### src/rtl/rggen_native_posted_adapter.sv
// Native CSR front end: a FIFO request queue with posted writes, a downstream timeout watchdog
// and a sticky error flag for posted writes that fail or time out.
module rggen_native_posted_adapter #(
  parameter int                   ADDRESS_WIDTH      = 8,
  parameter int                   BUS_WIDTH          = 32,
  parameter int                   STROBE_WIDTH       = BUS_WIDTH / 8,
  parameter int                   WRITE_BUFFER_DEPTH = 2,
  parameter int                   TIMEOUT_CYCLES     = 0,
  parameter logic [1:0]           TIMEOUT_STATUS     = 2'b10,
  parameter logic [BUS_WIDTH-1:0] DEFAULT_READ_DATA  = '0
) (
  input  logic                     i_clk,
  input  logic                     i_rst,
  input  logic                     i_csr_valid,
  input  logic [1:0]               i_csr_access,
  input  logic [ADDRESS_WIDTH-1:0] i_csr_address,
  input  logic [BUS_WIDTH-1:0]     i_csr_write_data,
  input  logic [STROBE_WIDTH-1:0]  i_csr_strobe,
  output logic                     o_csr_ready,
  output logic [1:0]               o_csr_status,
  output logic [BUS_WIDTH-1:0]     o_csr_read_data,
  output logic                     o_bus_valid,
  output logic [1:0]               o_bus_access,
  output logic [ADDRESS_WIDTH-1:0] o_bus_address,
  output logic [BUS_WIDTH-1:0]     o_bus_write_data,
  output logic [STROBE_WIDTH-1:0]  o_bus_strobe,
  input  logic                     i_bus_ready,
  input  logic [1:0]               i_bus_status,
  input  logic [BUS_WIDTH-1:0]     i_bus_read_data,
  input  logic                     i_error_clear,
  output logic                     o_write_error
);
  localparam int DEPTH       = (WRITE_BUFFER_DEPTH > 0) ? WRITE_BUFFER_DEPTH : 1;
  localparam int PTR_WIDTH   = (DEPTH > 1) ? $clog2(DEPTH) : 1;
  localparam int COUNT_WIDTH = $clog2(DEPTH + 1);
  localparam int TIMER_WIDTH = (TIMEOUT_CYCLES > 1) ? $clog2(TIMEOUT_CYCLES) : 1;
  localparam logic [TIMER_WIDTH-1:0] TIMER_LIMIT =
    TIMER_WIDTH'((TIMEOUT_CYCLES > 0) ? TIMEOUT_CYCLES - 1 : 0);
  localparam logic [COUNT_WIDTH-1:0] COUNT_FULL = COUNT_WIDTH'(DEPTH);
  localparam logic [PTR_WIDTH-1:0]   PTR_LAST   = PTR_WIDTH'(DEPTH - 1);

  logic [1:0]               access_mem  [DEPTH];
  logic [ADDRESS_WIDTH-1:0] address_mem [DEPTH];
  logic [BUS_WIDTH-1:0]     data_mem    [DEPTH];
  logic [STROBE_WIDTH-1:0]  strobe_mem  [DEPTH];
  logic                     resp_mem    [DEPTH];

  logic [PTR_WIDTH-1:0]   wr_ptr;
  logic [PTR_WIDTH-1:0]   rd_ptr;
  logic [COUNT_WIDTH-1:0] count;
  logic [TIMER_WIDTH-1:0] timer;
  logic                   wait_resp;
  logic                   empty;
  logic                   full;
  logic                   push;
  logic                   push_resp;
  logic                   pop;
  logic                   timeout_hit;
  logic                   head_resp;
  logic                   write_error_set;

  function automatic logic [PTR_WIDTH-1:0] ptr_inc(input logic [PTR_WIDTH-1:0] p);
    return (p == PTR_LAST) ? '0 : p + PTR_WIDTH'(1);
  endfunction

  assign empty     = (count == '0);
  assign full      = (count == COUNT_FULL);
  assign push      = i_csr_valid && !o_csr_ready && !wait_resp && !full;
  assign push_resp = !(i_csr_access[0] && (WRITE_BUFFER_DEPTH > 0));
  assign head_resp = resp_mem[rd_ptr];

  // Ready arriving in the limit cycle is a normal completion, not an abort.
  assign timeout_hit     = (TIMEOUT_CYCLES > 0) && !empty && !i_bus_ready && (timer == TIMER_LIMIT);
  assign pop             = !empty && (i_bus_ready || timeout_hit);
  assign write_error_set = pop && !head_resp && (timeout_hit || i_bus_status[1]);

  assign o_bus_valid      = !empty;
  assign o_bus_access     = access_mem[rd_ptr];
  assign o_bus_address    = address_mem[rd_ptr];
  assign o_bus_write_data = data_mem[rd_ptr];
  assign o_bus_strobe     = strobe_mem[rd_ptr];

  // Payload storage carries no reset; only the pointers and count define validity.
  always_ff @(posedge i_clk) begin
    if (push) begin
      access_mem[wr_ptr]  <= i_csr_access;
      address_mem[wr_ptr] <= i_csr_address;
      data_mem[wr_ptr]    <= i_csr_write_data;
      strobe_mem[wr_ptr]  <= i_csr_strobe;
      resp_mem[wr_ptr]    <= push_resp;
    end
  end

  always_ff @(posedge i_clk or posedge i_rst) begin
    if (i_rst) begin
      wr_ptr          <= '0;
      rd_ptr          <= '0;
      count           <= '0;
      timer           <= '0;
      wait_resp       <= 1'b0;
      o_csr_ready     <= 1'b0;
      o_csr_status    <= 2'b00;
      o_csr_read_data <= '0;
      o_write_error   <= 1'b0;
    end else begin
      if (push) begin
        wr_ptr <= ptr_inc(wr_ptr);
      end
      if (pop) begin
        rd_ptr <= ptr_inc(rd_ptr);
      end
      if (push && !pop) begin
        count <= count + COUNT_WIDTH'(1);
      end else if (!push && pop) begin
        count <= count - COUNT_WIDTH'(1);
      end

      if (pop) begin
        timer <= '0;
      end else if ((TIMEOUT_CYCLES > 0) && !empty && !i_bus_ready) begin
        timer <= timer + TIMER_WIDTH'(1);
      end

      // A resp entry at the head implies wait_resp, so push and resp completion never collide.
      o_csr_ready <= 1'b0;
      if (push && !push_resp) begin
        o_csr_ready     <= 1'b1;
        o_csr_status    <= 2'b00;
        o_csr_read_data <= '0;
      end else if (pop && head_resp) begin
        o_csr_ready     <= 1'b1;
        o_csr_status    <= i_bus_ready ? i_bus_status : TIMEOUT_STATUS;
        o_csr_read_data <= i_bus_ready ? i_bus_read_data : DEFAULT_READ_DATA;
        wait_resp       <= 1'b0;
      end
      if (push && push_resp) begin
        wait_resp <= 1'b1;
      end

      if (write_error_set) begin
        o_write_error <= 1'b1;
      end else if (i_error_clear) begin
        o_write_error <= 1'b0;
      end
    end
  end
endmodule
### config.mk
export PLATFORM = sky130hd
export DESIGN_NAME = rggen_native_posted_adapter
export DESIGN_NICKNAME = d
export VERILOG_FILES = /design/src/rtl/rggen_native_posted_adapter.sv
export SDC_FILE = /design/constraint.sdc
export NUM_CORES = 1
export LEC_CHECK = 0
export ABC_AREA = 1
export CAP_MARGIN = 20
export CORE_MARGIN = 8
export CORE_UTILIZATION = 40
export DETAILED_ROUTE_END_ITERATION = 8
export PLACE_DENSITY = 0.78
export SKIP_CTS_REPAIR_TIMING = 1
export SKIP_LAST_GASP = 1
export SLEW_MARGIN = 30
export SYNTH_ARGS = -nofsm -noshare
export SYNTH_HDL_FRONTEND = slang
export SYNTH_SLANG_ARGS = --single-unit
export TNS_END_PERCENT = 20
### constraint.sdc
create_clock -name i_clk -period 2.9 [get_ports i_clk]
set_input_delay 0.87 -clock i_clk [delete_from_list [all_inputs] [get_ports i_clk]]
set_output_delay 0.87 -clock i_clk [all_outputs]
set_load 0.02 [all_outputs]
After elaboration in Yosys (flattened, before gate mapping)
Memories as Yosys holds them, arrays and structs flattened.
Cells that the tools add are included.
Storage, ports and cells
  output and inout port bits: 83
  bits of input ports: 85
  logic and storage cells: 63
  register bits: 41
  memories: 5
  RAM bits: 94
Operators by class
  reductions and logical operators: 25
  $add $sub $neg: 4
  eq/ne operators: 2
  mux-type cells: 19
Memory list
  data_mem: depth 2, bits a word 32, rd ports 1, clocked after Yosys merged registers in 0, wr ports 1, RTL line 44  | logic [BUS_WIDTH-1:0] data_mem [DEPTH];
  address_mem: depth 2, bits a word 8, rd ports 1, clocked after Yosys merged registers in 0, wr ports 1, RTL line 43  | logic [ADDRESS_WIDTH-1:0] address_mem [DEPTH];
  strobe_mem: depth 2, bits a word 4, rd ports 1, clocked after Yosys merged registers in 0, wr ports 1, RTL line 45  | logic [STROBE_WIDTH-1:0] strobe_mem [DEPTH];
  access_mem: depth 2, bits a word 2, rd ports 1, clocked after Yosys merged registers in 0, wr ports 1, RTL line 42  | logic [1:0] access_mem [DEPTH];
  resp_mem: depth 2, bits a word 1, rd ports 1, clocked after Yosys merged registers in 0, wr ports 1, RTL line 46  | logic resp_mem [DEPTH];
Operator list (count)
  two-way mux 32 bit: 3
  logical AND 1 bit: 11
  two-way mux 1 bit: 11
  two-way mux 2 bit: 5
  zero test 1 bit: 8
  nonzero test 2 bit: 4
  adder 1 bit, second input constant: 2
  adder 2 x 1 -> 2 bit, second input constant: 1
  == test 2 bit, second input constant: 1
  zero test 2 bit: 1
  inequality test 2 x 1 -> 1 bit, second input constant: 1
  AND reduction 2 bit: 1
  subtractor 2 x 1 -> 2 bit, second input constant: 1

Logic depth before layout (Yosys ltp)
Gate-level depths: netlist (run 1).
  depth in word-level cells: 8
  gate-level depth with buffers: 9
  mapped depth without buffers: 9

Worst setup path after synthesis (run 1)
Ideal clock, no wire load.
  path type: input -> register
  from: input i_csr_valid
  to: memory access_mem[1][0] (enable)
  cell stages on the path: 4
  library setup time: 453 ps
  arrival time: 3180 ps
  data required time: 2447 ps
  path slack: -734 ps
  path buffers: 0
  cell sequence: inv_1 > nor2_1 > nand3_1 > nor2_1
On the way
  word-level cells in the longest chain between the ends: 5
RTL lines
  from (decl): RTL line 14  | input logic i_csr_valid,
  logical AND 1 bit (3 in series): RTL line 68  | assign push = i_csr_valid && !o_csr_ready && !wait_resp && !full;
  two-way mux 1 bit: RTL line 85  | if (push) begin
  two-way mux 1 bit (implied by the code): RTL line 86  | access_mem[wr_ptr] <= i_csr_access;
  to (decl): RTL line 42
No other way between the ends.

Worst setup path after layout (run 1)
  from: register rd_ptr
  to: output o_bus_access[1]
On the way
  word-level cells in the longest chain between the ends: 1
RTL lines
  from (decl): RTL line 49  | logic [PTR_WIDTH-1:0] rd_ptr;
  from (signal assigned): RTL line 110  | rd_ptr <= ptr_inc(rd_ptr);
  memory read (2 x 2 bit)
  to (decl): RTL line 23  | output logic [1:0] o_bus_access,
No other way between the ends.

==> load_flow_metrics.sql, run 1 <==
INSERT INTO impl_metrics (metric_group, metric, value, unit) VALUES
('floorplanning', 'dieArea', '17300', 'sq um'),
('floorplanning', 'core_region_area', '13100', 'sq um'),
('clocking', 'numClockSinks', '135', ''),
('floorplanning', 'rows', '42', ''),
('worst_setup_path', 'critPathLaunchType', 'flip-flop', ''),
('timing', 'setup_violations', '0', ''),
('logic_synthesis', 'syn_nets', '588', ''),
('global_routing', 'grt_pass1_wl', '21500', 'um'),
('logic_synthesis', 'mappedNetlistArea', '5330', 'sq um'),
('global_routing', 'met2_usage_in_global_routing', '23.9', '%'),
('pwr', 'pwr_per_cell_area', '1130', 'nW/um^2'),
('placement', 'gp_routability_congestion', '0.773', ''),
('clocking', 'tritoncts.num_buffers', '17', ''),
('global_routing', 'grtUsageMet1', '18.5', '%'),
('logic_synthesis', 'synthesis.yosys.warnings', '0', ''),
('placement', 'dp_hpwl', '8980', 'um'),
('floorplanning', 'die_h', '131', 'um'),
('min_path', 'worst_hold_path_type', 'reg -> reg', ''),
('detailed_routing', 'routed_wirelength', '13200', 'um'),
('logic_synthesis', 'synth_cell_type_count', '19', ''),
('floorplanning', 'io_pins', '168', ''),
('global_routing', 'grt_pass1_vias', '4147', ''),
('cells_and_area', 'final_cells', '863', ''),
('pwr', 'power.leakage', '3.54', 'nW'),
('worst_setup_path', 'worstSetupPathType', 'reg -> out', ''),
('detailed_routing', 'route.detailed.wl_per_inst', '15.3', 'um'),
('min_path', 'worstHoldPathCells', '2', ''),
('cells_and_area', 'final_core_utilization', '59.6', '%'),
('cells_and_area', 'area_growth_syn_to_layout', '46.9', '%'),
('logic_synthesis', 'syn_inst_count', '502', ''),
('detailed_routing', 'dr.first_iter.drc_count', '210', ''),
('pwr', 'ir_worst_vdd', '0.000549', 'V'),
('cells_and_area', 'final_net_count', '761', ''),
('worst_setup_path', 'r2r-start', 'count[0]$_DFFE_PP0P_', ''),
('global_routing', 'initial_antenna_violation_count', '0', ''),
('timing', 'fmaxAchievable', '0.354', 'GHz'),
('job', 'maxCapViolations', '0', ''),
('cells_and_area', 'drive_above_1_share', '5.68', '%'),
('logic_synthesis', 'syn_area_per_cell', '10.6', 'sq um'),
('worst_setup_path', 'crit_arrival', '1960', 'ps'),
('detailed_routing', 'drc', '0', ''),
('worst_setup_path', 'reg2reg_setup_slack', '1100', 'ps'),
('global_routing', 'global_routing_usage_summed_across_all_routing_layers', '15.7', '%'),
('timing', 'grt_setup_unrepaired', 'true', ''),
('global_routing', 'grt_max_degree', '71', ''),
('floorplanning', 'fp.dieW', '131', 'um'),
('detailed_routing', 'detailroute.via_count', '3864', ''),
('timing', 'fin_crit_sh', '97.5', '%'),
('clocking', 'ctsLongestPathBuffers', '2', ''),
('timing', 'worst_clock_skew', '4.39', 'ps'),
('clocking', 'clkTransAtPathRegs', '50', 'ps'),
('timing', 'timing.final.max_slew_violations', '0', ''),
('global_routing', 'grt_overflow_total', '0', ''),
('floorplanning', 'initial_utilization', '40.6', '%'),
('worst_setup_path', 'cp_data_required_time', '2030', 'ps'),
('timing', 'hold_violations', '0', ''),
('run_status', 'status', 'finished clean', ''),
('detailed_routing', 'detail_route.first_pass.iterations', '6', ''),
('placement', 'place.port_buffers', '167', ''),
('timing', 'post-route-min-period', '2830', 'ps'),
('placement', 'dpl.cell_count', '832', ''),
('min_path', 'worst_hold_path.endpoint', 'wait_resp$_DFFE_PP0P_', ''),
('logic_synthesis', 'flip_flop_and_latch_count_after_synthesis', '135', ''),
('detailed_routing', 'ant_nets', '0', ''),
('timing', 'worst-slew-pin-transition', '903', 'ps'),
('worst_setup_path', 'endpoint_kind', 'primary output', ''),
('global_routing', 'grtUsageMet3', '8.69', '%'),
('worst_setup_path', 'regToRegEndpoint', 'o_csr_read_data[7]$_DFFE_PP0P_', ''),
('timing', 'slew-limit-headroom', '39.7', '%'),
('worst_setup_path', 'timing.reg2reg.worst_path_depth', '5', ''),
('worst_setup_path', 'worstPathMaxFanout', '38', ''),
('clocking', 'cts_tree', 'built', ''),
('detailed_routing', 'detail_route.vias_per_cell', '4.48', ''),
('cells_and_area', 'antenna_diodes', '0', ''),
('global_routing', 'globalRoute.busiestLayer', 'met2', ''),
('pwr', 'design_power_total', '8.83', 'mW'),
('clocking', 'clk-insertion-delay-late', '410', 'ps'),
('clocking', 'cts_root_buf', 'sky130_fd_sc_hd__clkbuf_16', ''),
('logic_synthesis', 'register_area_share_after_synthesis', '72.2', '%'),
('min_path', 'launch_point_of_the_worst_hold_path', 'wait_resp$_DFFE_PP0P_', ''),
('clocking', 'htree_num_levels', '4', '');
-- cell usage after synthesis --
library cell | n | share of area, %
sky130_fd_sc_hd__inv_1 | 47 | 3.3
sky130_fd_sc_hd__ha_1 | 1 | 0.23
sky130_fd_sc_hd__nand2_4 | 1 | 0.21
sky130_fd_sc_hd__nand4_2 | 1 | 0.23
sky130_fd_sc_hd__edfxtp_1 | 94 | 53
sky130_fd_sc_hd__xnor2_1 | 2 | 0.33
sky130_fd_sc_hd__nor2_4 | 1 | 0.21
sky130_fd_sc_hd__o22ai_1 | 1 | 0.12
sky130_fd_sc_hd__nand3b_1 | 1 | 0.14
sky130_fd_sc_hd__xor2_1 | 1 | 0.16
sky130_fd_sc_hd__nor2_1 | 73 | 5.1
sky130_fd_sc_hd__clkbuf_1 | 1 | 0.070
sky130_fd_sc_hd__buf_6 | 4 | 0.84
sky130_fd_sc_hd__dfrtp_1 | 41 | 19
sky130_fd_sc_hd__nand2_1 | 215 | 15
sky130_fd_sc_hd__buf_2 | 15 | 1.4
sky130_fd_sc_hd__o21ai_0 | 1 | 0.094
sky130_fd_sc_hd__nand3_1 | 1 | 0.094
sky130_fd_sc_hd__nor2_2 | 1 | 0.12
-- metrics by stage --
step	setup TNS, ps	cell area [sq um]	hold WS (ps)	setup slack (ps)
2_1_floorplan	-33950	5340	454	-722
3_3_place_gp	0	7220	479	229
3_5_place_dp	0	7220	478	199
4_1_cts	-90.7	7810	500	-22.6
5_1_grt	-225	7840	537	-31.0
6_report	0	7840	505	72.1
-- worst max-delay path, stage by stage (launching register included) --
cell,delay (ps)
sky130_fd_sc_hd__dfrtp_2,410
sky130_fd_sc_hd__inv_1,110
sky130_fd_sc_hd__buf_12,210
sky130_fd_sc_hd__nand2_1,70
sky130_fd_sc_hd__nand2_1,110
sky130_fd_sc_hd__clkdlybuf4s50_1,620
-- worst max-delay path by stage --
stage,startpoint,slack (ps),end
global route,rd_ptr$_DFFE_PP0P_,-30,o_bus_access[1]
detailed placement,i_csr_valid,200,o_csr_read_data[10]$_DFFE_PP0P_
finish,rd_ptr$_DFFE_PP0P_,70,o_bus_access[1]
floorplan,i_csr_valid,-720,access_mem[0][0]$_DFFE_PP_
global placement,i_csr_valid,230,o_csr_read_data[1]$_DFFE_PP0P_
CTS,rd_ptr$_DFFE_PP0P_,-20,o_bus_write_data[5]
-- power by group --
| part | switching (mW) | internal [mW] |
|---|---|---|
| clock network | 0.753 | 1.42 |
| logic | 2.18 | 1.56 |
| registers | 0.245 | 2.67 |
-- placed cells by master, fill, tap and decap left out, drive strengths merged --
master and n:
buf 8, bufinv 4, clkbuf 20, clkdlybuf4s50 158
clkinv 6, clkinvlp 1, dfrtp 41, dlymetal6s2s 8
edfxtp 94, ha 1, inv 47, nand2 216
nand3 1, nand3b 1, nand4 1, nor2 75
o21ai 1, o22ai 1, xnor2 2, xor2 1
-- state kept, by name (all words and copies together) (netlist names), 2 cells and up --
| signal | cells |
|---|---|
| data_mem | 64 |
| address_mem | 16 |
| o_csr_read_data | 32 |
| count | 2 |
| resp_mem | 2 |
| strobe_mem | 8 |
| access_mem | 4 |
| o_csr_status | 2 |
-- final cells by class --
type	count	area, sq um
Fill cell	1065	5300
Clock buffer	20	437
Tap cell	176	220
Multi-Input combinational cell	300	1200
Sequential cell	135	3850
Inverter	47	176
Timing Repair Buffer	174	1800
Clock inverter	11	156
-- logic make-up after synthesis --
| family | share of synthesized area (%) |
|---|---|
| AO/OA/AOI/OAI | 0.211 |
| buffers and inverters | 5.63 |
| AND/OR/NAND/NOR | 21.3 |
| XOR/XNOR | 0.493 |
| adder cells (fa/ha/maj) | 0.235 |
| flip-flops | 72.2 |
-- metal layers --
metal,share of wire [%],vias up
li1,-,1906
met1,43,1787
met2,44,155
met3,11,16
met4,1.3,0
met5,0,-
No activity file was read; power rests on OpenSTA's default activity.
==> run 2: changes to the inputs <==
- CTS_CLUSTER_SIZE: unset -> 14
==> results of run 2 <==
Final layout, timing and power as in run 1 (identical DEF).
==> RTL edit 1, RTL diff (config.mk and constraints of run 2) <==
The parameter `WRITE_BUFFER_DEPTH` goes from 2 to 4.
--- a/src/rtl/rggen_native_posted_adapter.sv
+++ b/src/rtl/rggen_native_posted_adapter.sv
@@ -6,3 +6,3 @@
   parameter int                   STROBE_WIDTH       = BUS_WIDTH / 8,
-  parameter int                   WRITE_BUFFER_DEPTH = 2,
+  parameter int                   WRITE_BUFFER_DEPTH = 4,
   parameter int                   TIMEOUT_CYCLES     = 0,
Behaviour: not the same (a bounded check fails within 10 cycles, from zero or initial values and one cycle with i_rst high).
==> RTL edit 1 against run 2 <==
The flow now finishes with violations (negative setup slack). Clock power rose by 41%. Routed wire length rose by 62%. Sequential cell count rose by 97. Cell count rose by 40%. Worst setup slack got worse by 0.29 ns. Synthesized area rose by 72%. Combinational power rose by 35%. Cell area rose by 55%. Sequential power rose by 53%. Clock skew rose by 0.0026 ns. Die area rose by 62%. Via count rose by 61%. Power rose by 42%.
==> RTL edit 1: results (changes against run 2) <==
| Metric | Value |
|---|---|
| CP arrival | 2.25 ns (was 1.96 ns) |
| Synth top area cells | edfxtp_1, dfrtp_1, o21ai_0, nor2_1, nand3_1 (was edfxtp_1, dfrtp_1, nand2_1, nor2_1, inv_1) |
| Post-route setup slack | -0.2192 ns (was 0.07206 ns) |
| Mux cell area share after synthesis | 0.001226 (was 0) |
| Worst-margin pin slew | 0.5923 ns (was 0.9027 ns) |
| Most flop-heavy register | data_mem (unchanged) |
| Clock Skew | 0.006992 ns (was 0.004394 ns) |
| # port buffers | 167 (unchanged) |
| Violation count after the first detailed-routing iteration | 384 (was 210) |
| Synthesized Nets | 833 (was 588) |
| Count of cell types in the netlist | 27 (was 19) |
| DRT Pass-1 Iters | 4 (was 6) |
| Max incr delay on CP | 0.67 ns (was 0.62 ns) |
| Max VDD drop | 519.0 µV (was 549.4 µV) |
| Post-synthesis async set-or-reset flop share | 0.1897 (was 0.3037) |
| Failing checks | negative setup slack |
| EDFF count, synth | 188 (was 94) |
| # nets final | 1001 (was 761) |
| Initial antenna violation count | 0 (unchanged) |
| Worst path slowest cell | clkdlybuf4s50_1 (unchanged) |
| Net Sw Frac | 0.3548 (was 0.3598) |
| M2 GR Usage | 0.2505 (was 0.2391) |
| Post-synthesis compound-gate area fraction | 0.08677 (was 0.002111) |
| HP Class | flip-flop to flip-flop (unchanged) |
| Hold path cells | 2 (unchanged) |
| Status | finished with violations (was finished, final reports clean) |
| Worst-path clk slew | 0.06 ns |
| Vias in the first global route | 6383 (was 4147) |
| H-Tree Depth | 1 (was 4) |
| Clock Latency Late Sink | 0.50 ns (was 0.41 ns) |
| Critical path fanouts, max | 14 (was 38) |
| Routability congestion estimate | 0.7506 (was 0.7732) |
| Largest net degree at the start of global routing | 70 (was 71) |
| Most common library cells after synthesis | edfxtp_1, o21ai_0, nor2_1, nand2_1, nand3_1 (was nand2_1, edfxtp_1, nor2_1, inv_1, dfrtp_1) |
| First-pass GRT wire length | 34150 µm (was 21550 µm) |
| Layout cells sized above 1 | 0.08198 (was 0.05677) |
| XOR/XNOR Fraction of Synth Area | 0.001907 (was 0.004926) |
| Ant. Diodes | 0 (unchanged) |
| Number of buffers on the longest clock path | 3 (was 2) |
| Number of buffers created by CTS | 24 (was 17) |
| Register area share after synthesis | 0.7345 (was 0.7216) |
| Met1 Use GR | 0.1829 (was 0.1846) |
| Global router's overall resource usage | 0.1491 (was 0.1574) |
| Hpwl dp | 13270 µm (was 8975 µm) |
| Adder-cell area share of the yosys netlist | 0.01035 (was 0.002346) |
| Met3 Track Usage GR | 0.05314 (was 0.08689) |
| Fill cell count | 1892 (was 1065) |
| Final setup fails | 36 (was 0) |
| Via/cell ratio | 5.139 (was 4.477) |
| Leak pwr | 4.710 nW (was 3.539 nW) |
| Worst Reg-to-Reg Cells | 8 (was 5) |
| Routed WL | 21330 µm (was 13190 µm) |
| Biggest regs | data_mem: 128 flops, address_mem: 32 flops, o_csr_read_data: 32 flops (was data_mem: 64 flops, o_csr_read_data: 32 flops, address_mem: 16 flops) |
RTL edit 1: cells by family (layout without fill, tap and decap cells):
family / count (synthesis) / in the layout
AO/OA/AOI/OAI: 147 / 147
XOR/XNOR: 2 / 2
adder cells (fa/ha/maj): 7 / 7
buffers and inverters: 96 / 282
flip-flops: 232 / 232
multiplexers: 1 / 1
AND/OR/NAND/NOR: 256 / 256
RTL edit 1: worst paths after layout:
check / start / to / slack [ns]
setup reg to reg: count[0] / count[1] / 0.93
hold reg to reg: o_csr_read_data[21] / o_csr_read_data[21] / 0.51
hold / removal: o_csr_read_data[21] / o_csr_read_data[21] / 0.51
min in group asynchronous: i_rst / o_csr_read_data[28] / 0.69
max in group asynchronous: i_rst / wr_ptr[1] / 1.68
setup / recovery: rd_ptr[0] / o_bus_write_data[30] / -0.22
RTL edit 1: area by class of cell:
cell class,count,area (µm²),area share
well taps,285,356.6,0.02938
flip-flops and latches,232,6749,0.5560
repair buffers,189,1989,0.1639
clock buffers,30,644.4,0.05309
inverters,49,183.9,0.01515
multi-input cells,413,2068,0.1704
clock inverters,14,146.4,0.01206
RTL edit 1: power groups by stage:
stage	registers [mW]	clock network, mW	logic, mW
2_1_floorplan	4.74	0	2.57
3_3_place_gp	4.50	0	5.04
3_5_place_dp	4.52	0	5.13
4_1_cts	4.47	3.12	5.14
5_1_grt	4.52	3.26	5.48
6_report	4.46	3.06	5.04
RTL edit 1: tightest hold or removal path: stages, from the launching register on:
cell     delay [ns]
dfrtp_1        0.34
nand3_1        0.07
nand2_1        0.06
RTL edit 1: routing by layer:
metal | wire length [µm] | up-vias | share of wire
met5 | 0 | - | 0
met2 | 10250 | 190 | 0.48
met4 | 225 | 0 | 0.011
met1 | 9081 | 3058 | 0.43
li1 | - | 2954 | -
met3 | 1780 | 26 | 0.083
RTL edit 1: stage by stage:
stage	TNS, ns	cells	power, mW	instance area, µm²	worst slack [ns]
finish	-5.187	1212	12.56	12140	-0.2192
global route	-9.382	1212	13.26	12140	-0.3481
CTS	-9.278	1212	12.73	12110	-0.3369
detailed placement	0	1168	9.651	11320	0.03880
global placement	0	1168	9.538	11320	0.08573
floorplan	-139.94	741	7.305	9185	-0.7443
==> RTL edit 2, RTL diff (settings of run 2) <==
Made on the original files. Reset style: synchronous (`i_rst`), changed in one clocked block.
--- a/src/rtl/rggen_native_posted_adapter.sv
+++ b/src/rtl/rggen_native_posted_adapter.sv
@@ -93,3 +93,3 @@
 
-  always_ff @(posedge i_clk or posedge i_rst) begin
+  always_ff @(posedge i_clk) begin
     if (i_rst) begin
Behaviour: differs if i_rst is asserted again (counterexample within 4 cycles, from zero or initial values and one cycle with i_rst high); with i_rst held inactive, the same outputs for 4 cycles.
==> RTL edit 2 against run 2 <==
Combinational power is 43% lower. Global-route usage is 1.1 points lower. Non-clock buffer count is 4 higher. Sequential cell count is 1 higher. Die area is 2.0% higher. Largest power group is now sequential cells. First-iteration DRC count is 1.4% lower. Synthesized area is 2.3% higher. Power is 25% lower. Routed wire length is 1.9% lower. Count of clock-buffer cells in the layout is 3 lower. Worst setup slack better by 0.099 ns. Cell area is 0.38% higher.
==> RTL edit 2: results (changes against run 2) <==
| Metric | Value |
|---|---|
| Syn Area/Cell | 10.27 µm² (was 10.63 µm²) |
| # nets final | 787 (was 761) |
| Area of the multi-input gates | 1425 µm² (was 1200 µm²) |
| Placed cells | 858 (was 832) |
| Non-clk bufs | 178 (was 174) |
| Post-route cell area | 7865 µm² (was 7835 µm²) |
| M1 WL | 5840 µm (was 5686 µm) |
| Buffering overhead | 0.2294 (was 0.2292) |
| Layout cells sized above 1 | 0.1036 (was 0.05677) |
| Global router's overall resource usage | 0.1460 (was 0.1574) |
| Synthesized Nets | 617 (was 588) |
| Setup WS pre-CTS | 0.2992 ns (was 0.1995 ns) |
| M2 GR Usage | 0.2245 (was 0.2391) |
| Largest net degree at the start of global routing | 46 (was 71) |
| Net Sw Frac | 0.3373 (was 0.3598) |
| ClkCell Share | 0.07063 (was 0.07569) |
| Vias | 4162 (was 3864) |
| Clock Skew | 0.01198 ns (was 0.004394 ns) |
| Max VDD drop | 300.8 µV (was 549.4 µV) |
| First-pass GRT wire length | 20890 µm (was 21550 µm) |
| Status | finished, final reports clean (unchanged) |
| Count of cell types in the netlist | 23 (was 19) |
| Area after DPL | 7310 µm² (was 7218 µm²) |
| Met3 Track Usage GR | 0.06132 (was 0.08689) |
| Critical path fanouts, max | 45 (was 38) |
| Fill cell count | 1079 (was 1065) |
| Startpoint of the worst hold path | rd_ptr (was wait_resp) |
| DR WL met3 | 1257 µm (was 1471 µm) |
| DRT Pass-1 Iters | 4 (was 6) |
| CP arrival | 1.86 ns (was 1.96 ns) |
## RTL edit 2: cell count changes after synthesis, moves of 26 or more
cell / change
nor2_1: -64
dfxtp_1: +42
dfrtp_1: -41
a21oi_1: +29
nand3_1: +26
## RTL edit 2: final timing paths
path / end / slack, ns / cells past startpoint
worst max-delay path: o_bus_write_data[0] / 0.17 / 5
worst min-delay path: rd_ptr / 0.46 / 1
worst max register to register: o_csr_read_data[9] / 1.15 / 6
worst min register to register: rd_ptr / 0.46 / 1
## RTL edit 2: power by group through the flow
stage	clock network [mW]	registers, mW	logic (mW)
4_1_cts	2.04	2.49	2.18
3_5_place_dp	0	2.53	2.17
5_1_grt	2.13	2.51	2.34
2_1_floorplan	0	2.56	1.17
6_report	2.00	2.49	2.15
3_3_place_gp	0	2.52	2.13
## RTL edit 2: cell families after synthesis
logic type	after synthesis	synth area share
compound gates	41	0.04451
buf+inv	79	0.06836
flops	136	0.6717
fa+ha+maj	1	0.002294
simple gates	274	0.2131
